[src/rtl/pipe_hazard_ctrl_pkg.sv]
// Shared widths, encodings and helpers for the pipeline hazard controller.
package pipe_hazard_ctrl_pkg;

  localparam int REG_ADDR_W  = 5;
  localparam int INST_ADDR_W = 32;

  localparam logic [REG_ADDR_W-1:0]  ZERO_REG  = '0;
  localparam logic [INST_ADDR_W-1:0] ZERO_WORD = '0;

  // Packed hold bus encodings for blocks that prefer a single hold field.
  typedef enum logic [1:0] {
    HOLD_NONE = 2'b00,
    HOLD_PC   = 2'b01,
    HOLD_ALL  = 2'b11
  } hold_e;

  // Per-cycle pipeline action, listed from lowest to highest priority.
  typedef enum logic [1:0] {
    MODE_RUN        = 2'd0,
    MODE_LOAD_STALL = 2'd1,
    MODE_REDIRECT   = 2'd2,
    MODE_HOLD       = 2'd3
  } hz_mode_e;

  // How the load scoreboard advances on the next clock edge.
  typedef enum logic [1:0] {
    SB_ISSUE  = 2'd0,
    SB_BUBBLE = 2'd1,
    SB_FREEZE = 2'd2
  } sb_op_e;

  // A source register hits a tracked load when it is live and names the same rd.
  function automatic logic reg_hit(input logic [REG_ADDR_W-1:0] rs,
                                   input logic                  v,
                                   input logic [REG_ADDR_W-1:0] a);
    return v && (rs != ZERO_REG) && (rs == a);
  endfunction

endpackage

[src/rtl/pipe_hazard_ctrl_if.sv]
// Decode/execute/memory observations in, pipeline register controls out.
interface pipe_hazard_ctrl_if #(
  parameter int CNT_W = 32
);
  import pipe_hazard_ctrl_pkg::*;

  logic [REG_ADDR_W-1:0]  id_reg1_r_addr_i;
  logic [REG_ADDR_W-1:0]  id_reg2_r_addr_i;
  logic                   id_reg_w_ena_i;
  logic [REG_ADDR_W-1:0]  id_reg_w_addr_i;
  logic                   id_mem_r_ena_i;
  logic                   ex_jump_ena_i;
  logic [INST_ADDR_W-1:0] ex_jump_addr_i;
  logic                   mem_busy_i;

  logic                   jump_ena_o;
  logic [INST_ADDR_W-1:0] jump_addr_o;
  logic                   stall_pc_o;
  logic                   stall_if_id_o;
  logic                   stall_id_ex_o;
  logic                   stall_ex_mem_o;
  logic                   flush_if_id_o;
  logic                   flush_id_ex_o;
  logic [CNT_W-1:0]       stall_cnt_o;
  logic [CNT_W-1:0]       flush_cnt_o;

  modport master (
    output id_reg1_r_addr_i, id_reg2_r_addr_i, id_reg_w_ena_i, id_reg_w_addr_i,
           id_mem_r_ena_i, ex_jump_ena_i, ex_jump_addr_i, mem_busy_i,
    input  jump_ena_o, jump_addr_o, stall_pc_o, stall_if_id_o, stall_id_ex_o,
           stall_ex_mem_o, flush_if_id_o, flush_id_ex_o, stall_cnt_o, flush_cnt_o
  );

  modport slave (
    input  id_reg1_r_addr_i, id_reg2_r_addr_i, id_reg_w_ena_i, id_reg_w_addr_i,
           id_mem_r_ena_i, ex_jump_ena_i, ex_jump_addr_i, mem_busy_i,
    output jump_ena_o, jump_addr_o, stall_pc_o, stall_if_id_o, stall_id_ex_o,
           stall_ex_mem_o, flush_if_id_o, flush_id_ex_o, stall_cnt_o, flush_cnt_o
  );

endinterface

[src/rtl/pipe_hazard_ctrl_scoreboard.sv]
// Two-entry load tracker (EX and MEM) with the load-use comparators.
module hazard_scoreboard
  import pipe_hazard_ctrl_pkg::*;
#(
  parameter int LOAD_USE_BUBBLES = 1
) (
  input  logic                  clk,
  input  logic                  rst,
  input  sb_op_e                op,
  input  logic                  issue_v,
  input  logic [REG_ADDR_W-1:0] issue_a,
  input  logic [REG_ADDR_W-1:0] rs1,
  input  logic [REG_ADDR_W-1:0] rs2,
  output logic                  hz
);

  logic                  ld_ex_v;
  logic [REG_ADDR_W-1:0] ld_ex_a;
  logic                  ld_mem_v;
  logic [REG_ADDR_W-1:0] ld_mem_a;

  // Without MEM forwarding a load still in MEM is also a hazard for decode.
  always_comb begin
    hz = reg_hit(rs1, ld_ex_v, ld_ex_a) || reg_hit(rs2, ld_ex_v, ld_ex_a);
    if (LOAD_USE_BUBBLES >= 2) begin
      hz = hz || reg_hit(rs1, ld_mem_v, ld_mem_a) || reg_hit(rs2, ld_mem_v, ld_mem_a);
    end
  end

  // Loads march EX -> MEM; a bubble or squash enters EX as an empty slot.
  always_ff @(posedge clk or posedge rst) begin
    if (rst) begin
      ld_ex_v  <= 1'b0;
      ld_ex_a  <= ZERO_REG;
      ld_mem_v <= 1'b0;
      ld_mem_a <= ZERO_REG;
    end else begin
      case (op)
        SB_ISSUE: begin
          ld_mem_v <= ld_ex_v;
          ld_mem_a <= ld_ex_a;
          ld_ex_v  <= issue_v;
          ld_ex_a  <= issue_a;
        end
        SB_BUBBLE: begin
          ld_mem_v <= ld_ex_v;
          ld_mem_a <= ld_ex_a;
          ld_ex_v  <= 1'b0;
          ld_ex_a  <= ZERO_REG;
        end
        default: begin
          ld_mem_v <= ld_mem_v;
          ld_mem_a <= ld_mem_a;
          ld_ex_v  <= ld_ex_v;
          ld_ex_a  <= ld_ex_a;
        end
      endcase
    end
  end

endmodule

[src/rtl/pipe_hazard_ctrl.sv]
// Hazard controller for the 5-stage RV32I core: hold, redirect and load-use stall.
module pipe_hazard_ctrl
  import pipe_hazard_ctrl_pkg::*;
#(
  parameter int LOAD_USE_BUBBLES = 1,
  parameter int CNT_W            = 32
) (
  input logic              clk,
  input logic              rst,
  pipe_hazard_ctrl_if.slave bus
);

  hz_mode_e               mode;
  sb_op_e                 sb_op;
  logic                   hz;
  logic                   issue_v;
  logic                   pend_jump;
  logic [INST_ADDR_W-1:0] pend_addr;
  logic [CNT_W-1:0]       stall_cnt;
  logic [CNT_W-1:0]       flush_cnt;

  assign issue_v = bus.id_mem_r_ena_i && bus.id_reg_w_ena_i && (bus.id_reg_w_addr_i != ZERO_REG);

  hazard_scoreboard #(
    .LOAD_USE_BUBBLES(LOAD_USE_BUBBLES)
  ) u_scoreboard (
    .clk    (clk),
    .rst    (rst),
    .op     (sb_op),
    .issue_v(issue_v),
    .issue_a(bus.id_reg_w_addr_i),
    .rs1    (bus.id_reg1_r_addr_i),
    .rs2    (bus.id_reg2_r_addr_i),
    .hz     (hz)
  );

  // Pick this cycle's action; reset forces the quiet RUN controls.
  always_comb begin
    mode  = MODE_RUN;
    sb_op = SB_ISSUE;
    if (rst) begin
      mode = MODE_RUN;
    end else if (bus.mem_busy_i) begin
      mode = MODE_HOLD;
    end else if (bus.ex_jump_ena_i || pend_jump) begin
      mode = MODE_REDIRECT;
    end else if (hz) begin
      mode = MODE_LOAD_STALL;
    end
    case (mode)
      MODE_HOLD:       sb_op = SB_FREEZE;
      MODE_REDIRECT:   sb_op = SB_BUBBLE;
      MODE_LOAD_STALL: sb_op = SB_BUBBLE;
      default:         sb_op = SB_ISSUE;
    endcase
  end

  // Decode the action into the register stall/flush/redirect controls.
  always_comb begin
    bus.jump_ena_o     = 1'b0;
    bus.jump_addr_o    = ZERO_WORD;
    bus.stall_pc_o     = 1'b0;
    bus.stall_if_id_o  = 1'b0;
    bus.stall_id_ex_o  = 1'b0;
    bus.stall_ex_mem_o = 1'b0;
    bus.flush_if_id_o  = 1'b0;
    bus.flush_id_ex_o  = 1'b0;
    case (mode)
      MODE_HOLD: begin
        bus.stall_pc_o     = 1'b1;
        bus.stall_if_id_o  = 1'b1;
        bus.stall_id_ex_o  = 1'b1;
        bus.stall_ex_mem_o = 1'b1;
      end
      MODE_REDIRECT: begin
        bus.jump_ena_o    = 1'b1;
        bus.jump_addr_o   = bus.ex_jump_ena_i ? bus.ex_jump_addr_i : pend_addr;
        bus.flush_if_id_o = 1'b1;
        bus.flush_id_ex_o = 1'b1;
      end
      MODE_LOAD_STALL: begin
        bus.stall_pc_o    = 1'b1;
        bus.stall_if_id_o = 1'b1;
        bus.flush_id_ex_o = 1'b1;
      end
      default: ;
    endcase
  end

  // Remember a jump resolved while memory held the pipe; the latest one wins.
  always_ff @(posedge clk or posedge rst) begin
    if (rst) begin
      pend_jump <= 1'b0;
      pend_addr <= ZERO_WORD;
    end else if (mode == MODE_HOLD && bus.ex_jump_ena_i) begin
      pend_jump <= 1'b1;
      pend_addr <= bus.ex_jump_addr_i;
    end else if (mode == MODE_REDIRECT) begin
      pend_jump <= 1'b0;
    end
  end

  // Saturating stall and flush cycle counters.
  always_ff @(posedge clk or posedge rst) begin
    if (rst) begin
      stall_cnt <= '0;
      flush_cnt <= '0;
    end else begin
      if (mode == MODE_LOAD_STALL && stall_cnt != '1) begin
        stall_cnt <= stall_cnt + 1'b1;
      end
      if (mode == MODE_REDIRECT && flush_cnt != '1) begin
        flush_cnt <= flush_cnt + 1'b1;
      end
    end
  end

  assign bus.stall_cnt_o = stall_cnt;
  assign bus.flush_cnt_o = flush_cnt;

endmodule

[src/flat_wrapper.sv]
// flat-port wrapper written by rule: the top's interface ports become plain ports
module pipe_hazard_ctrl_flat import pipe_hazard_ctrl_pkg::*;
#(
  parameter int LOAD_USE_BUBBLES = 1,
  parameter int CNT_W            = 32
)
  (clk, rst, bus_id_reg1_r_addr_i, bus_id_reg2_r_addr_i, bus_id_reg_w_ena_i, bus_id_reg_w_addr_i, bus_id_mem_r_ena_i, bus_ex_jump_ena_i, bus_ex_jump_addr_i, bus_mem_busy_i, bus_jump_ena_o, bus_jump_addr_o, bus_stall_pc_o, bus_stall_if_id_o, bus_stall_id_ex_o, bus_stall_ex_mem_o, bus_flush_if_id_o, bus_flush_id_ex_o, bus_stall_cnt_o, bus_flush_cnt_o);
  pipe_hazard_ctrl_if #(.CNT_W(CNT_W)) bus_i ();
  input logic clk;
  input logic rst;
  input wire logic [$bits(bus_i.id_reg1_r_addr_i)-1:0] bus_id_reg1_r_addr_i;
  input wire logic [$bits(bus_i.id_reg2_r_addr_i)-1:0] bus_id_reg2_r_addr_i;
  input wire logic [$bits(bus_i.id_reg_w_ena_i)-1:0] bus_id_reg_w_ena_i;
  input wire logic [$bits(bus_i.id_reg_w_addr_i)-1:0] bus_id_reg_w_addr_i;
  input wire logic [$bits(bus_i.id_mem_r_ena_i)-1:0] bus_id_mem_r_ena_i;
  input wire logic [$bits(bus_i.ex_jump_ena_i)-1:0] bus_ex_jump_ena_i;
  input wire logic [$bits(bus_i.ex_jump_addr_i)-1:0] bus_ex_jump_addr_i;
  input wire logic [$bits(bus_i.mem_busy_i)-1:0] bus_mem_busy_i;
  output wire logic [$bits(bus_i.jump_ena_o)-1:0] bus_jump_ena_o;
  output wire logic [$bits(bus_i.jump_addr_o)-1:0] bus_jump_addr_o;
  output wire logic [$bits(bus_i.stall_pc_o)-1:0] bus_stall_pc_o;
  output wire logic [$bits(bus_i.stall_if_id_o)-1:0] bus_stall_if_id_o;
  output wire logic [$bits(bus_i.stall_id_ex_o)-1:0] bus_stall_id_ex_o;
  output wire logic [$bits(bus_i.stall_ex_mem_o)-1:0] bus_stall_ex_mem_o;
  output wire logic [$bits(bus_i.flush_if_id_o)-1:0] bus_flush_if_id_o;
  output wire logic [$bits(bus_i.flush_id_ex_o)-1:0] bus_flush_id_ex_o;
  output wire logic [$bits(bus_i.stall_cnt_o)-1:0] bus_stall_cnt_o;
  output wire logic [$bits(bus_i.flush_cnt_o)-1:0] bus_flush_cnt_o;
  assign bus_i.id_reg1_r_addr_i = bus_id_reg1_r_addr_i;
  assign bus_i.id_reg2_r_addr_i = bus_id_reg2_r_addr_i;
  assign bus_i.id_reg_w_ena_i = bus_id_reg_w_ena_i;
  assign bus_i.id_reg_w_addr_i = bus_id_reg_w_addr_i;
  assign bus_i.id_mem_r_ena_i = bus_id_mem_r_ena_i;
  assign bus_i.ex_jump_ena_i = bus_ex_jump_ena_i;
  assign bus_i.ex_jump_addr_i = bus_ex_jump_addr_i;
  assign bus_i.mem_busy_i = bus_mem_busy_i;
  assign bus_jump_ena_o = bus_i.jump_ena_o;
  assign bus_jump_addr_o = bus_i.jump_addr_o;
  assign bus_stall_pc_o = bus_i.stall_pc_o;
  assign bus_stall_if_id_o = bus_i.stall_if_id_o;
  assign bus_stall_id_ex_o = bus_i.stall_id_ex_o;
  assign bus_stall_ex_mem_o = bus_i.stall_ex_mem_o;
  assign bus_flush_if_id_o = bus_i.flush_if_id_o;
  assign bus_flush_id_ex_o = bus_i.flush_id_ex_o;
  assign bus_stall_cnt_o = bus_i.stall_cnt_o;
  assign bus_flush_cnt_o = bus_i.flush_cnt_o;
  pipe_hazard_ctrl #(.LOAD_USE_BUBBLES(LOAD_USE_BUBBLES), .CNT_W(CNT_W)) u_core (.clk(clk), .rst(rst), .bus(bus_i));
endmodule
[config.mk]
export PLATFORM = sky130hd
export DESIGN_NAME = pipe_hazard_ctrl_flat
export DESIGN_NICKNAME = d
export VERILOG_FILES = /design/src/rtl/pipe_hazard_ctrl_pkg.sv /design/src/rtl/pipe_hazard_ctrl_if.sv /design/src/rtl/pipe_hazard_ctrl_scoreboard.sv /design/src/rtl/pipe_hazard_ctrl.sv /design/src/flat_wrapper.sv
export SDC_FILE = /design/constraint.sdc
export NUM_CORES = 1
export LEC_CHECK = 0
export ABC_AREA = 1
export CAP_MARGIN = 20
export CORE_ASPECT_RATIO = 0.8
export CORE_UTILIZATION = 51
export DETAILED_ROUTE_END_ITERATION = 12
export PLACE_DENSITY = 0.86
export SYNTH_ARGS = -nofsm -noshare
export SYNTH_HDL_FRONTEND = slang
export SYNTH_SLANG_ARGS = --single-unit
[constraint.sdc]
create_clock -name clk -period 5.52 [get_ports clk]
set_input_delay 0.552 -clock clk [delete_from_list [all_inputs] [get_ports clk]]
set_output_delay 0.552 -clock clk [all_outputs]
set_load 0.01 [all_outputs]
==> impl_metrics.yaml, run 1 <==
placement:
  hpwl_mm: 11.6
  gp_congestion: 0.892
  place_area_sq_um: 8040
  placedCellCount: 1206
  port_buffers: 155
drt:
  firstDrtPassIters: 4
  drtIter0Drc: 317
  wl_per_cell_microns: 13.1
  post-route-drc-count: 0
  ant_nets: 0
  finalWirelength_mm: 16.0
  routed-via-count: 6058
  via_per_inst: 4.96
cts:
  cts_max_path_buffers: 2
  h-tree-depth: 3
  cts_tree: "done"
  cts_post_setup_buffers_inserted: 0
  cts.reportedPaths.clkPinSlew_ns: 0.07
  hold_buffers: 0
  cts_resized: 0
  cts_buffers: 9
  cts.sink_count: 103
  clk_latency_ns: 0.34
  root_buffer: "clkbuf_16"
floorplanning:
  start_util: 0.525
  rows: 36
  die_area_sq_um: 13100
  io_pins: 156
  die_w_microns: 128
  core_area_sq_um: 12300
  die_h_microns: 102
sta:
  setup-violations-final: 0
  max_slew_margin: 0.293
  slew_viol_final: 0
  worst_pin_slew_ns: 1.06
  holdWs_ns: 0.504
  skew_ns: 0.00788
  fin_crit_ns: 4.27
  hold_viol: 0
  fin_tns_setup_ns: 0
  fmax_mhz: 234
  post-route-period-util: 0.773
  grt_setup_unrepaired: "false"
power:
  switching_power_mw: 0.586
  p_seq_frac: 0.468
  ir_drop_mv: 0.173
  pwr-share-clk: 0.304
  p_sw_frac: 0.298
  powerDensity_nw_per_um2: 237
  combPwrFrac: 0.228
  intPower_mw: 1.38
  p_leak_nw: 3.71
yosys:
  avgSynthCellArea_sq_um: 7.11
  ys_ff_latch: 103
  postSynthCellCount: 905
  syn_nets: 962
  ys_types: 29
  synthTopCellsByArea: "dfrtp_1 (40%), nand2_1 (21%), nor2_1 (9.3%), mux2_2 (5.4%), o21ai_0 (4.2%)"
  synth-seq-area-share: 0.400
  synth_area_sq_um: 6440
  yosysTopAreaCell: "dfrtp_1"
  synth.yosys.warnings: 0
  synth_top_area_frac: 0.400
layout:
  fill_cells: 1031
  drive_above_1_share: 0.0761
  area_growth_pct: 29.3
  final_cells: 1222
  fin_nets: 1103
  design_area_sq_um: 8320
  mostFrequentLayoutCell: "nand2_1"
  mostFrequentLayoutCells: "nand2_1 (359), nor2_1 (160), clkdlybuf4s50_1 (155)"
  antenna_cells: 0
run_status:
  status: "completed"
setup_path:
  criticalPathCategory: "in -> out"
  arrival_ns: 3.72
  crit_path_end_kind: "output port"
  crit_path_start: "rst"
  reg2reg_slack_ns: 2.62
  worstPathRequired_ns: 4.97
  r2r_start: "u_core.u_scoreboard.ld_ex_a[3]"
  start_kind: "primary input"
  reg2reg_depth: 13
  crit_path_end: "bus_jump_addr_o[11]"
  crit_fanout: 47
  timing.rr.end: "u_core.bus.flush_cnt_o[4]"
grt:
  grt_pass1_wl_mm: 26.3
  grt_max_degree: 59
  grtUsageTotal: 0.251
  overflow: 0
  antenna_found_initial: 0
  grt_pass1_vias: 5431
min_path:
  hp-class: "reg -> reg"
job:
  max_cap_violations: 0
[worst max-delay path: stages]
cell and delay (ns):
clkdlybuf4s50_1 0.49, inv_4 0.44, o21ai_0 0.24, inv_1 0.11, ha_1 0.86, o21ai_0 0.31
nor2_1 0.16, clkdlybuf4s50_1 0.55
[stage by stage]
step	util	setup slack, ns	power, mW
2_1_floorplan	-	0.554	1.17
3_3_place_gp	0.656	1.43	1.37
3_5_place_dp	0.656	1.27	1.38
4_1_cts	0.679	1.25	1.99
5_1_grt	0.679	0.946	2.08
6_report	0.679	1.25	1.97
[layout make-up]
class                   instances  area, sq um  share of cell area
flip-flops and latches        103         2580               0.310
clock buffers                   9          225              0.0271
multi-input cells             720         3470               0.417
repair buffers                158         1570               0.189
inverters                      54          208              0.0250
well taps                     171          214              0.0257
clock inverters                 7         55.1             0.00662
[flip-flops by register name, indices dropped and copies added (netlist names)]
name	flops
u_core.bus.flush_cnt_o	32
u_core.bus.stall_cnt_o	32
u_core.pend_addr	32
u_core.u_scoreboard.ld_ex_a	5
u_core.pend_jump	1
u_core.u_scoreboard.ld_ex_v	1
[logic make-up after synthesis]
logic type      after synthesis  share of synthesized area
fa+ha+maj                     4                    0.00777
compound gates               60                     0.0484
xor+xnor                     29                     0.0406
simple gates                596                      0.388
flops                       103                      0.400
mux                          31                     0.0542
buf+inv                      82                     0.0610
[synthesized netlist by cell type]
cell	count
dfrtp_1	103
inv_4	1
xnor2_1	16
nor3_1	2
nand3_2	2
nor2_2	4
o21ai_2	3
a21oi_1	2
nand2_2	9
nand2_4	3
and2_1	2
o21ai_1	1
clkbuf_1	12
xor2_2	1
nor2_1	160
buf_4	5
nand3_1	18
nand4_1	8
buf_6	8
o21ai_0	54
nand2_1	359
inv_1	53
nand3b_1	23
nor2_4	5
mux2_2	31
nand2_8	1
xor2_1	12
buf_2	3
ha_1	4
[how the worst min path moves through the flow]
stage,depth (start not counted),slack (ns),from,end
5_1_grt,1,0.53,u_core.pend_addr[12],u_core.pend_addr[12]
2_1_floorplan,2,0.45,u_core.pend_addr[31],u_core.pend_addr[31]
3_5_place_dp,1,0.49,u_core.pend_addr[12],u_core.pend_addr[12]
3_3_place_gp,1,0.49,u_core.pend_addr[8],u_core.pend_addr[8]
6_report,1,0.50,u_core.pend_addr[5],u_core.pend_addr[5]
4_1_cts,1,0.51,u_core.pend_addr[5],u_core.pend_addr[5]
[power by group through the flow]
stage / Clock [mW] / Combinational (mW) / Sequential (mW)
floorplan: 0 / 0.247 / 0.924
global placement: 0 / 0.435 / 0.933
detailed placement: 0 / 0.451 / 0.928
CTS: 0.617 / 0.452 / 0.919
global route: 0.647 / 0.497 / 0.932
finish: 0.599 / 0.449 / 0.921
[routing by layer]
metal  part of all wire  track usage  vias up
li1                   -            -     3100
met4             0.0060       0.0452        0
met3              0.055       0.0400        6
met5                  0            0        -
met2               0.42        0.376      199
met1               0.52        0.387     2753
(Power assumes the default switching activity.)
==> inputs of run 2 (changes only) <==
- CORE_UTILIZATION: 51 -> 46
- PLACE_DENSITY: 0.86 -> 0.82
- clock period: 5.52 -> 3.7 ns (I/O delays scaled with it)
==> impl_metrics.yaml, run 2 (synthesis gave the netlist of run 1 again) <==
run_status:
  status: "completed"
grt:
  grt_pass1_wl_mm: 27.8
  grt_pass1_vias: 5739
  grtUsageTotal: 0.242
  grt_max_degree: 54
  overflow: 0
  antenna_found_initial: 0
setup_path:
  crit_path_start: "bus_id_reg2_r_addr_i[0]"
  cp_slowest_cell: "clkdlybuf4s50_1"
  crit_fanout: 38
  start_kind: "primary input"
  critPathBufInv: 5
  cpPeakStageDelay_ns: 0.56
  timing.rr.end: "u_core.bus.flush_cnt_o[9]"
  crit_path_end_kind: "output port"
  crit_path_end: "bus_jump_addr_o[8]"
  criticalPathCategory: "in -> out"
  worstPathRequired_ns: 3.33
  crit_chain: "clkdlybuf4s50_1 > inv_1 > o21ai_0 > inv_1 > nand4_1 > nand2_1 > a21oi_1 > ha_1 > buf_4 > o21ai_0 > nor2_1 > clkdlybuf4s50_1"
  reg2reg_slack_ns: 1.42
  crit_family: "buffers and inverters"
  reg2reg_depth: 13
  arrival_ns: 2.83
  r2r_start: "u_core.u_scoreboard.ld_ex_a[3]"
  cp_num_cells: 12
drt:
  routed-via-count: 6231
  wl_per_cell_microns: 13.5
  finalWirelength_mm: 16.6
  routed-wl-met2_mm: 6.93
  via_per_inst: 5.05
  wl_met1_mm: 7.97
  firstDrtPassIters: 5
  dr.max_layer_used: "met4"
  post-route-drc-count: 0
  ant_nets: 0
  drtIter0Drc: 384
  wl_met3_mm: 1.48
cts:
  cts_max_path_buffers: 2
  cts_buffers: 9
  cts_post_setup_buffers_inserted: 0
  cts_tree: "done"
  cts.sink_count: 103
  hold_buffers: 0
  h-tree-depth: 3
  cts.reportedPaths.clkPinSlew_ns: 0.08
  cts_resized: 0
  root_buffer: "clkbuf_16"
  clk_latency_ns: 0.36
layout:
  antenna_cells: 0
  design_area_sq_um: 8360
  area_growth_pct: 29.9
  mostFrequentLayoutCell: "nand2_1"
  fin_util: 0.615
  mostFrequentLayoutCells: "nand2_1 (359), nor2_1 (160), clkdlybuf4s50_1 (155)"
  fin_nets: 1105
  drive_above_1_share: 0.0779
sta:
  grt_setup_unrepaired: "false"
  setup_slack_ns: 0.501
  fmax_mhz: 313
  worst_pin_slew_ns: 0.795
  post-route-period-util: 0.865
  slew_viol_final: 0
  setup-violations-final: 0
  max_slew_margin: 0.468
  fin_crit_ns: 3.20
  hold_viol: 0
  fin_tns_setup_ns: 0
  skew_ns: 0.00872
power:
  p_total_mw: 2.99
  p_leak_nw: 3.73
  ir_drop_mv: 0.236
  powerDensity_nw_per_um2: 358
floorplanning:
  die_w_microns: 134
  start_util: 0.473
  io_pins: 156
  die_h_microns: 108
  core_area_sq_um: 13600
  die_area_sq_um: 14500
  rows: 38
job:
  max_cap_violations: 0
min_path:
  hp-class: "reg -> reg"
placement:
  place_area_sq_um: 8070
  pre_cts_slack_ns: 0.553
  gp_congestion: 0.884
  hpwl_mm: 11.9
  port_buffers: 155
run 2: cell types whose count changed in the layout (fill, tap and decap cells not counted), sizes merged:
| cell | delta |
|---|---|
| clkinv | +1 |
| inv | -2 |
| buf | +2 |
| clkbuf | +2 |
| clkinvlp | -1 |
run 2: how the worst min path moves through the flow:
| stage | cells past startpoint | to | from |
|---|---|---|---|
| final | 2 | u_core.pend_addr[31] | u_core.pend_addr[31] |
| after global routing | 1 | u_core.pend_addr[18] | u_core.pend_addr[18] |
| after floorplan | 2 | u_core.pend_addr[31] | u_core.pend_addr[31] |
| after detailed placement | 2 | u_core.pend_addr[31] | u_core.pend_addr[31] |
| after global placement | 2 | u_core.pend_addr[31] | u_core.pend_addr[31] |
| after CTS | 2 | u_core.pend_addr[31] | u_core.pend_addr[31] |
run 2: through the flow:
stage               std cells  hold slack (ns)
finish                   1233            0.493
global route             1233            0.527
CTS                      1233            0.499
detailed placement       1217            0.479
global placement         1217            0.469
floorplan                 905            0.448
run 2: power by group:
part           switching (mW)  internal [mW]  leakage [nW]
combinational           0.324          0.349          2.24
sequential              0.117           1.25          1.34
clock                   0.454          0.500         0.146
total                   0.894           2.10          3.73
run 2: cell type report:
cell class | instances | area (sq um)
Sequential cell | 103 | 2580
Timing Repair Buffer | 160 | 1590
Clock inverter | 5 | 40.0
Tap cell | 180 | 225
Fill cell | 1253 | 5240
Inverter | 54 | 209
Clock buffer | 11 | 253
Multi-Input combinational cell | 720 | 3470
run 2: tightest hold or removal path: cells and delay by family (launching register included):
kind,cells,cell delay (ns)
flip-flops,1,0.35
AO/OA/AOI/OAI,1,0.06
AND/OR/NAND/NOR,1,0.05
run 2: layer usage:
layer / track usage / vias to the layer above
li1: - / 3104
met4: 0.0674 / 0
met5: 0 / -
met2: 0.353 / 238
met1: 0.345 / 2871
met3: 0.0720 / 18
==> inputs of run 3 (changes only) <==
- SETUP_SLACK_MARGIN: unset -> 0.2
- SLEW_MARGIN: unset -> 20
==> results of run 3 <==
The final DEF is identical to that of run 2; final timing and power are the same.
==> RTL change, RTL diff (settings of run 2) <==
`ZERO_REG`: '0 -> 1.
--- a/src/rtl/pipe_hazard_ctrl_pkg.sv
+++ b/src/rtl/pipe_hazard_ctrl_pkg.sv
@@ -4,7 +4,7 @@
   localparam int REG_ADDR_W  = 5;
   localparam int INST_ADDR_W = 32;
 
-  localparam logic [REG_ADDR_W-1:0]  ZERO_REG  = '0;
+  localparam logic [REG_ADDR_W-1:0]  ZERO_REG  = 1;
   localparam logic [INST_ADDR_W-1:0] ZERO_WORD = '0;
 
   // Packed hold bus encodings for blocks that prefer a single hold field.
Behaviour: not the same (Yosys sat finds a counterexample within 4 cycles, from zero or initial values and one cycle with rst high).
==> RTL change against run 2 <==
  * Setup slack gained 68 ps
  * Sequential cell count is the same
  * Hold slack improved by 11 ps
  * Clock power grew 2%
  * Utilization is essentially flat
  * Sequential share of layout area about the same
  * Power is essentially flat
  * Routed wire length up 3.5%
  * Area after synthesis fell by 0.27%
  * Synthesized cell count rose by 0.44%
  * Final area is essentially flat
  * Critical path type is now flip-flop to primary output
  * Highest routed layer unchanged
==> RTL change: results (changes against run 2) <==
<table>
<tr><th>Metric</th><th>Value</th></tr>
<tr><th colspan="2">Outcome</th></tr>
<tr><td>Status</td><td>finished, final reports clean</td></tr>
<tr><th colspan="2">STA</th></tr>
<tr><td>Worst clock skew</td><td>9.169 ps (+0.4469 ps)</td></tr>
<tr><td>Worst slack on hold paths</td><td>504.2 ps (+10.75 ps)</td></tr>
<tr><th colspan="2">Finish</th></tr>
<tr><td>Register share of the cell area</td><td>30.84% (about the same)</td></tr>
<tr><td>Multi-In Gates</td><td>730 (+1.4%)</td></tr>
<tr><td>Multi-input logic area</td><td>3460 µm² (-0.22%)</td></tr>
<tr><td>Number of clock-tree buffers in the layout</td><td>13 (+2)</td></tr>
<tr><td>Final non-clock buffer share</td><td>19.36% (+0.36 points)</td></tr>
<tr><td>Non-clock buffer total of the final layout</td><td>164 (+2.5%)</td></tr>
<tr><td>Fillcell total</td><td>1262 (+0.72%)</td></tr>
<tr><th colspan="2">GRT</th></tr>
<tr><td>Tot GR Track Use</td><td>25.09% (+0.91 points)</td></tr>
<tr><td>Via count of the first global-routing pass</td><td>5840 (+1.8%)</td></tr>
<tr><td>Wire length of the first global-routing pass</td><td>28650 µm (+3.0%)</td></tr>
<tr><th colspan="2">Worst setup path</th></tr>
<tr><td>Launch point of the critical path</td><td>u_core.u_scoreboard.ld_ex_a[0]$_DFFE_PP1P_</td></tr>
<tr><td>Worst reg-to-reg path cell count</td><td>14 (+1)</td></tr>
<tr><td>Timing endpoint of the critical path</td><td>bus_jump_addr_o[9]</td></tr>
<tr><td>R2r endpoint</td><td>u_core.bus.flush_cnt_o[20]$_DFFE_PP0P_</td></tr>
<tr><td>Largest fanout on the critical path</td><td>17 (-55%)</td></tr>
<tr><th colspan="2">Power and ir drop</th></tr>
<tr><td>Total leakage power</td><td>0.003715 µW (-0.31%)</td></tr>
<tr><th colspan="2">Route</th></tr>
<tr><td>DR vias/cell</td><td>5.026 (-0.55%)</td></tr>
<tr><th colspan="2">Worst hold path</th></tr>
<tr><td>Hold worst-path end</td><td>u_core.pend_addr[5]$_DFFE_PP0P_</td></tr>
<tr><td>Cell depth of the worst hold path</td><td>1 (-1)</td></tr>
<tr><th colspan="2">Logic synthesis</th></tr>
<tr><td>Number of nets produced by synthesis</td><td>966 (+0.42%)</td></tr>
<tr><td>Top cells by count, synth</td><td>nand2_1, nor2_1, dfrtp_1, o21ai_0, inv_1</td></tr>
<tr><td>Post-synthesis area per instance</td><td>7.063 µm² (-0.71%)</td></tr>
<tr><td>Leading post-synthesis cells by cell area</td><td>dfrtp_1, nand2_1, nor2_1, mux2_2, o21ai_0</td></tr>
<tr><th colspan="2">Placed design</th></tr>
<tr><td>Cell total after placement</td><td>1225 (+0.66%)</td></tr>
</table>
[RTL change: metal layers]
| layer | share of wire (%) | track usage, % | vias to the layer above | wire (µm) |
|---|---|---|---|---|
| met5 | 0 | 0 | - | 0 |
| li1 | - | - | 3122 | - |
| met1 | 46 | 33.88 | 2873 | 7838 |
| met4 | 1.1 | 6.340 | 0 | 194 |
| met3 | 9.2 | 7.674 | 14 | 1587 |
| met2 | 44 | 39.16 | 228 | 7545 |
[RTL change: where the power goes]
| part | switching [µW] | internal, µW | leakage (µW) | total [µW] |
|---|---|---|---|---|
| Clock | 427 | 544 | 0.000140 | 971 |
| Sequential | 115 | 1250 | 0.00134 | 1360 |
| Combinational | 326 | 335 | 0.00223 | 660 |
| Total | 869 | 2130 | 0.00371 | 3000 |
[RTL change: kinds of logic after synthesis]
group                      synth area share, %
buffers and inverters                    5.944
xor gates and xnor gates                 4.093
muxes                                    5.437
and+or+nand+nor                          38.63
AOI/OAI and AO/OA                        4.950
adders and majority gates               0.7796
DFF                                      40.17
